<file path="config.mk">
export PLATFORM = sky130hd
export DESIGN_NAME = ps2_command_arbiter_flat
export DESIGN_NICKNAME = d
export VERILOG_FILES = /design/src/rtl/ps2_pkg.sv /design/src/rtl/ps2_command_arbiter_if.sv /design/src/rtl/ps2_round_robin.sv /design/src/rtl/ps2_command_arbiter.sv /design/src/flat_wrapper.sv
export SDC_FILE = /design/constraint.sdc
export NUM_CORES = 1
export LEC_CHECK = 0
export ABC_AREA = 0
export CAP_MARGIN = 20
export CORE_ASPECT_RATIO = 0.6
export CORE_MARGIN = 8
export CORE_UTILIZATION = 44
export DETAILED_ROUTE_END_ITERATION = 8
export GPL_TIMING_DRIVEN = 0
export HOLD_SLACK_MARGIN = 0.15
export PLACE_DENSITY_LB_ADDON = 0.2
export SYNTH_ARGS = -nofsm -noshare
export SYNTH_HDL_FRONTEND = slang
export SYNTH_SLANG_ARGS = --single-unit
</file>
<file path="constraint.sdc">
create_clock -name clk -period 1.8 [get_ports clk]
set_clock_uncertainty 0.05 [all_clocks]
set_input_delay 0.36 -clock clk [delete_from_list [all_inputs] [get_ports clk]]
set_output_delay 0.36 -clock clk [all_outputs]
set_load 0.005 [all_outputs]
</file>
<file path="src/rtl/ps2_pkg.sv">
// rtl/ps2_pkg.sv - shared states, PS/2 reply codes and helpers for the command arbiter
package ps2_pkg;

    typedef enum logic [2:0] {
        IDLE,
        SEND_CMD,
        TX_CMD,
        RESP_CMD,
        SEND_ARG,
        TX_ARG,
        RESP_ARG,
        DONE
    } ps2_state_t;

    localparam logic [7:0] PS2_ACK    = 8'hFA;
    localparam logic [7:0] PS2_RESEND = 8'hFE;
    localparam int         NUM_REQ    = 3;

    function automatic logic [1:0] onehot_to_idx(input logic [2:0] oh);
        if (oh[2]) return 2'd2;
        if (oh[1]) return 2'd1;
        return 2'd0;
    endfunction

endpackage

</file>
<file path="src/rtl/ps2_command_arbiter_if.sv">
// rtl/ps2_command_arbiter_if.sv - requester, protocol-layer and completion signals of the arbiter
interface ps2_command_arbiter_if;

    logic [2:0]      req_valid;
    logic [2:0]      req_ready;
    logic [2:0][7:0] req_cmd;
    logic [2:0][7:0] req_arg;
    logic [2:0]      req_has_arg;

    logic            command_valid;
    logic            command_ready;
    logic [7:0]      command_byte;

    logic            command_ack_valid;
    logic            command_ack_ready;
    logic            command_ack_error;

    logic            response_valid;
    logic [7:0]      response_byte;

    logic            done_valid;
    logic            done_error;
    logic [1:0]      done_id;
    logic            busy;

    modport master (
        input  req_valid, req_cmd, req_arg, req_has_arg,
        input  command_ready, command_ack_valid, command_ack_error,
        input  response_valid, response_byte,
        output req_ready, command_valid, command_byte, command_ack_ready,
        output done_valid, done_error, done_id, busy
    );

    modport slave (
        output req_valid, req_cmd, req_arg, req_has_arg,
        output command_ready, command_ack_valid, command_ack_error,
        output response_valid, response_byte,
        input  req_ready, command_valid, command_byte, command_ack_ready,
        input  done_valid, done_error, done_id, busy
    );

endinterface

</file>
<file path="src/rtl/ps2_round_robin.sv">
// rtl/ps2_round_robin.sv - combinational 3-way round-robin pick starting after last_grant
module ps2_round_robin (
    input  logic [2:0] req,
    input  logic [1:0] last_grant,
    output logic [2:0] grant
);

    function automatic logic [2:0] first_of(input logic [2:0] r,
                                            input logic [1:0] a,
                                            input logic [1:0] b,
                                            input logic [1:0] c);
        if (r[a]) return 3'b001 << a;
        if (r[b]) return 3'b001 << b;
        if (r[c]) return 3'b001 << c;
        return 3'b000;
    endfunction

    always_comb begin
        case (last_grant)
            2'd0:    grant = first_of(req, 2'd1, 2'd2, 2'd0);
            2'd1:    grant = first_of(req, 2'd2, 2'd0, 2'd1);
            default: grant = first_of(req, 2'd0, 2'd1, 2'd2);
        endcase
    end

endmodule

</file>
<file path="src/rtl/ps2_command_arbiter.sv">
// rtl/ps2_command_arbiter.sv - serialises keyboard commands from three requesters with resend/timeout retries
module ps2_command_arbiter
    import ps2_pkg::*;
#(
    parameter logic [23:0] TIMEOUT_CYCLES = 24'd1_000_000,
    parameter logic [1:0]  MAX_RETRIES    = 2'd3
) (
    input  logic                  clk,
    input  logic                  reset,
    ps2_command_arbiter_if.master io
);

    ps2_state_t  state;
    ps2_state_t  retry_state;
    logic [1:0]  last_grant;
    logic [1:0]  cur_id;
    logic [1:0]  retries;
    logic [7:0]  cur_cmd;
    logic [7:0]  cur_arg;
    logic        cur_has_arg;
    logic        cur_err;
    logic [23:0] timer;
    logic [2:0]  grant;
    logic [1:0]  grant_idx;
    logic        in_tx;
    logic        in_resp;
    logic        cmd_phase;
    logic        resp_ack;
    logic        resp_fail;
    logic        retry_event;
    logic        can_retry;

    ps2_round_robin u_rr (
        .req        (io.req_valid),
        .last_grant (last_grant),
        .grant      (grant)
    );

    assign grant_idx = onehot_to_idx(grant);
    assign in_tx     = (state == TX_CMD) || (state == TX_ARG);
    assign in_resp   = (state == RESP_CMD) || (state == RESP_ARG);
    assign cmd_phase = (state == SEND_CMD) || (state == TX_CMD) || (state == RESP_CMD);
    assign resp_ack  = io.response_valid && (io.response_byte == PS2_ACK);
    // An ACK arriving on the timeout cycle wins over the timeout.
    assign resp_fail = (io.response_valid && (io.response_byte == PS2_RESEND)) ||
                       (timer == TIMEOUT_CYCLES - 24'd1);
    assign retry_event = (in_tx && io.command_ack_valid && io.command_ack_error) ||
                         (in_resp && !resp_ack && resp_fail);
    assign can_retry   = retries < MAX_RETRIES;
    assign retry_state = !can_retry ? DONE : (cmd_phase ? SEND_CMD : SEND_ARG);

    always_ff @(posedge clk) begin
        if (reset) begin
            state       <= IDLE;
            last_grant  <= 2'd2;
            cur_id      <= 2'd0;
            retries     <= 2'd0;
            cur_cmd     <= 8'd0;
            cur_arg     <= 8'd0;
            cur_has_arg <= 1'b0;
            cur_err     <= 1'b0;
            timer       <= 24'd0;
        end else if (retry_event) begin
            state   <= retry_state;
            retries <= can_retry ? retries + 2'd1 : retries;
            cur_err <= !can_retry;
        end else begin
            case (state)
                IDLE: begin
                    if (|io.req_valid) begin
                        cur_cmd     <= io.req_cmd[grant_idx];
                        cur_arg     <= io.req_arg[grant_idx];
                        cur_has_arg <= io.req_has_arg[grant_idx];
                        cur_id      <= grant_idx;
                        retries     <= 2'd0;
                        cur_err     <= 1'b0;
                        state       <= SEND_CMD;
                    end
                end
                SEND_CMD: if (io.command_ready) state <= TX_CMD;
                SEND_ARG: if (io.command_ready) state <= TX_ARG;
                TX_CMD: begin
                    if (io.command_ack_valid) begin
                        timer <= 24'd0;
                        state <= RESP_CMD;
                    end
                end
                TX_ARG: begin
                    if (io.command_ack_valid) begin
                        timer <= 24'd0;
                        state <= RESP_ARG;
                    end
                end
                RESP_CMD: begin
                    timer <= timer + 24'd1;
                    if (resp_ack) begin
                        retries <= 2'd0;
                        state   <= cur_has_arg ? SEND_ARG : DONE;
                    end
                end
                RESP_ARG: begin
                    timer <= timer + 24'd1;
                    if (resp_ack) state <= DONE;
                end
                DONE: begin
                    last_grant <= cur_id;
                    state      <= IDLE;
                end
                default: state <= IDLE;
            endcase
        end
    end

    // Handshake strobes decode straight from the state register.
    assign io.req_ready         = ((state == IDLE) && !reset) ? grant : 3'b000;
    assign io.command_valid     = (state == SEND_CMD) || (state == SEND_ARG);
    assign io.command_byte      = (state == SEND_ARG) ? cur_arg : cur_cmd;
    assign io.command_ack_ready = in_tx;
    assign io.done_valid        = (state == DONE);
    assign io.done_error        = (state == DONE) && cur_err;
    assign io.done_id           = (state == DONE) ? cur_id : 2'd0;
    assign io.busy              = (state != IDLE);

endmodule

</file>
<file path="src/flat_wrapper.sv">
// flat-port wrapper written by rule: the top's interface ports become plain ports
module ps2_command_arbiter_flat import ps2_pkg::*;
#(
    parameter logic [23:0] TIMEOUT_CYCLES = 24'd1_000_000,
    parameter logic [1:0]  MAX_RETRIES    = 2'd3
)
  (clk, reset, io_req_valid, io_req_cmd, io_req_arg, io_req_has_arg, io_command_ready, io_command_ack_valid, io_command_ack_error, io_response_valid, io_response_byte, io_req_ready, io_command_valid, io_command_byte, io_command_ack_ready, io_done_valid, io_done_error, io_done_id, io_busy);
  ps2_command_arbiter_if io_i ();
  input  logic clk;
  input  logic reset;
  input wire logic [$bits(io_i.req_valid)-1:0] io_req_valid;
  input wire logic [$bits(io_i.req_cmd)-1:0] io_req_cmd;
  input wire logic [$bits(io_i.req_arg)-1:0] io_req_arg;
  input wire logic [$bits(io_i.req_has_arg)-1:0] io_req_has_arg;
  input wire logic [$bits(io_i.command_ready)-1:0] io_command_ready;
  input wire logic [$bits(io_i.command_ack_valid)-1:0] io_command_ack_valid;
  input wire logic [$bits(io_i.command_ack_error)-1:0] io_command_ack_error;
  input wire logic [$bits(io_i.response_valid)-1:0] io_response_valid;
  input wire logic [$bits(io_i.response_byte)-1:0] io_response_byte;
  output wire logic [$bits(io_i.req_ready)-1:0] io_req_ready;
  output wire logic [$bits(io_i.command_valid)-1:0] io_command_valid;
  output wire logic [$bits(io_i.command_byte)-1:0] io_command_byte;
  output wire logic [$bits(io_i.command_ack_ready)-1:0] io_command_ack_ready;
  output wire logic [$bits(io_i.done_valid)-1:0] io_done_valid;
  output wire logic [$bits(io_i.done_error)-1:0] io_done_error;
  output wire logic [$bits(io_i.done_id)-1:0] io_done_id;
  output wire logic [$bits(io_i.busy)-1:0] io_busy;
  assign io_i.req_valid = io_req_valid;
  assign io_i.req_cmd = io_req_cmd;
  assign io_i.req_arg = io_req_arg;
  assign io_i.req_has_arg = io_req_has_arg;
  assign io_i.command_ready = io_command_ready;
  assign io_i.command_ack_valid = io_command_ack_valid;
  assign io_i.command_ack_error = io_command_ack_error;
  assign io_i.response_valid = io_response_valid;
  assign io_i.response_byte = io_response_byte;
  assign io_req_ready = io_i.req_ready;
  assign io_command_valid = io_i.command_valid;
  assign io_command_byte = io_i.command_byte;
  assign io_command_ack_ready = io_i.command_ack_ready;
  assign io_done_valid = io_i.done_valid;
  assign io_done_error = io_i.done_error;
  assign io_done_id = io_i.done_id;
  assign io_busy = io_i.busy;
  ps2_command_arbiter #(.TIMEOUT_CYCLES(TIMEOUT_CYCLES), .MAX_RETRIES(MAX_RETRIES)) u_core (.clk(clk), .reset(reset), .io(io_i));
endmodule
</file>
==> results.json <==
{
  "place_hpwl_um": 7259,
  "clock_tree.buffer_depth": 2,
  "cts.root.buffer_cell": "clkbuf_16",
  "rsz0062_at_grt": "yes",
  "drt_pass1_iterations": 4,
  "fmax_mhz": 446.5,
  "final_nets": 603,
  "route.final.wire_length_um": 12530,
  "drv.max_cap_violation_count": 0,
  "floorplan.core_area_mm2": 0.007117,
  "initial_core_util": 0.4434,
  "globalplace.congestion": 0.8204,
  "slew_headroom": 0.6204,
  "grt_overflow_total": 0,
  "critPathKind": "reg -> reg",
  "vias_per_cell": 5.952,
  "portBuffers": 85,
  "use_met1": 0.2892,
  "post-route-drc-count": 0,
  "timing.final.max_slew_violations": 0,
  "worst_skew_pair_latency_ns": 0.29,
  "netlist_area_mm2": 0.003156,
  "clkTransAtPathRegs_ns": 0.07,
  "worstPathRequired_ns": 1.97,
  "final_core_util": 0.7428,
  "die_height_um": 81.60,
  "synthesis.yosys.warnings": 0,
  "grt_util_met2": 0.3040,
  "busiest_layer": "met2",
  "antenna_left": 0,
  "post_route_cells_drive_above_1_share": 0.3502,
  "setup.worst_path.end_class": "flop",
  "synth_ff_type": "dfxtp_1",
  "use_met3": 0.04407,
  "synth-edff-count": 0,
  "total_power_mw": 4.931,
  "grt_antenna_before_repair": 0,
  "asyncSetResetFlopFracSynth": 0,
  "hold_viol": 0,
  "final_cell_mix": "clkdlybuf4s50_1 (53), buf_4 (46), dfxtp_1 (43)",
  "status": "finished, violations left",
  "drt_iter0_markers": 353,
  "finalWorstPathRequiredPeriod_ns": 2.240,
  "path_max_fanout": 5,
  "timing_worst_slew_pin_value_ns": 0.5694,
  "postSynthCellCount": 378,
  "worst-endpoint-arrival_ns": 2.41,
  "flow.area_growth_from_synthesis_pct": 67.53,
  "synth.ff_latch_count": 51,
  "placement_rows": 24,
  "setup_total_negative_slack_ns": -14.03,
  "cts_htree_levels": 2,
  "layout_commonest_cell": "clkdlybuf4s50_1",
  "synth_nets": 448,
  "period_share": 1.244,
  "die_width_um": 125.3,
  "setup-violations-final": 63,
  "yosysUniqueCellTypes": 57,
  "grt.total_usage": 0.2009,
  "setup_slack_ns": -0.4397,
  "area_of_combinational_cells_with_multiple_inputs_mm2": 0.002288,
  "n_fill_cell": 484,
  "via_count_of_the_first_global_routing_pass": 3316,
  "grt_first_pass_wirelength_um": 16790,
  "hold_buffers": 0,
  "antenna_cells_inserted": 0,
  "post_synth.cell_area_avg_um2": 8.348,
  "startpoint_type": "flop",
  "failed_checks": "negative setup slack",
  "cts-buffers-inserted": 5,
  "dpl_worst_slack_ns": -1.257,
  "route.detailed.wl_per_inst_um": 20.04,
  "design.die.area_mm2": 0.01023,
  "maximum_resistive_drop_on_vdd_v": 0.0004839,
  "seq_area_mm2": 0.001041,
  "floorplan.io_pins": 86,
  "total_leakage_power_nw": 2.222,
  "cts_tree": "built",
  "clock_sinks": 51,
  "detailroute.via_count": 3720,
  "min-delay-path-class": "reg -> reg",
  "synth_seq_area_share": 0.3236,
  "power_density_mw_per_mm2": 932.8,
  "grt_start_max_net_pins": 16
}
[critical path, cell delays in order, from the launching register on]
cell and delay [ns]:
dfxtp_1 0.36, nor4_2 0.36, nand4_1 0.23, nor4_4 0.35
buf_4 0.19, buf_6 0.11, nor3_4 0.05, buf_6 0.16
a31o_1 0.18, a21oi_2 0.13
[power by group]
group          internal, mW  switching (mW)  total (mW)
clock network         0.508           0.416       0.924
registers              1.30           0.129        1.43
logic                  1.40            1.17        2.57
[Yosys cell counts (2+ instances only)]
cell type / count / area, um2
mux2_2: 9 / 101.4
nor2_1: 34 / 127.6
o21ai_1: 4 / 20.02
nand4_1: 11 / 68.82
ha_1: 2 / 25.02
and3_1: 3 / 18.77
nand2_1: 39 / 146.4
nor3_1: 8 / 40.04
nand4b_1: 2 / 17.52
and4_1: 4 / 35.03
o22ai_1: 3 / 18.77
nor3_2: 4 / 40.04
mux2i_1: 20 / 200.2
a22o_1: 17 / 148.9
a31oi_1: 5 / 31.28
nor4_4: 2 / 42.54
o21ai_0: 19 / 95.09
inv_1: 6 / 22.52
nand2b_1: 3 / 18.77
buf_2: 6 / 30.03
a31o_1: 6 / 52.55
dfxtp_1: 51 / 1021
nor4_1: 10 / 62.56
xnor2_1: 12 / 105.1
and2_1: 8 / 50.05
a21oi_1: 11 / 55.05
clkbuf_1: 11 / 41.29
nor2b_1: 21 / 131.4
buf_6: 2 / 22.52
buf_4: 4 / 30.03
a211o_1: 2 / 17.52
a41o_1: 5 / 50.05
nand3_1: 8 / 40.04
o211ai_1: 3 / 22.52
[layer usage]
layer / part of all wire / routed length, um / vias up
met3: 0.086 / 1073 / 30
li1: - / - / 1698
met5: 0 / 0 / -
met1: 0.46 / 5713 / 1789
met4: 0.017 / 208 / 0
met2: 0.44 / 5531 / 203
[state kept, by name (all words and copies together), names as in the netlist]
signal and flops:
u_core.last_grant 2, u_core.state 3, u_core.timer 24, u_core.cur_id 2, u_core.cur_has_arg 1, u_core.retries 2
u_core.cur_arg 8, u_core.cur_err 1, u_core.cur_cmd 8
[layout make-up]
class | instances | area share
plain buffers | 20 | 0.03858
clock buffers | 5 | 0.02367
clock inverters | 3 | 0.002840
inverters | 7 | 0.006391
multi-input cells | 296 | 0.4329
flip-flops and latches | 51 | 0.1969
well taps | 91 | 0.02154
repair buffers | 152 | 0.2772
[final timing paths]
path                      from                 to  slack, ns  depth (start not counted)
max           u_core.timer[20]   u_core.timer[13]      -0.44                          9
min          u_core.retries[1]  u_core.retries[1]       0.41                          2
max reg2reg   u_core.timer[20]   u_core.timer[13]      -0.44                          9
min reg2reg  u_core.retries[1]  u_core.retries[1]       0.41                          2
[repair_timing]
item	in CTS	in global routing
setup buffers	43	25
cloned	0	2
endpoints found under the setup margin	69	66
gates resized for setup	174	69
pin swaps	18	25
[kinds of logic after synthesis]
logic type               count (synthesis)  share of synthesized area
AO/OA/AOI/OAI                           84                     0.1919
AND/OR/NAND/NOR                        168                     0.2962
buffers and inverters                   31                    0.04877
flip-flops                              51                     0.3236
adder cells (fa/ha/maj)                  2                   0.007929
XOR/XNOR                                13                    0.03608
multiplexers                            29                    0.09556
[metrics by stage]
| stage | instance area, um2 | instances | hold WS [ns] |
|---|---|---|---|
| finish | 5286 | 625 | 0.4118 |
| CTS | 4871 | 602 | 0.4206 |
| global route | 5286 | 625 | 0.4501 |
| detailed placement | 4151 | 554 | 0.4105 |
| global placement | 4151 | 554 | 0.3933 |
| floorplan | 3187 | 378 | 0.3771 |
(Power assumes the default switching activity.)
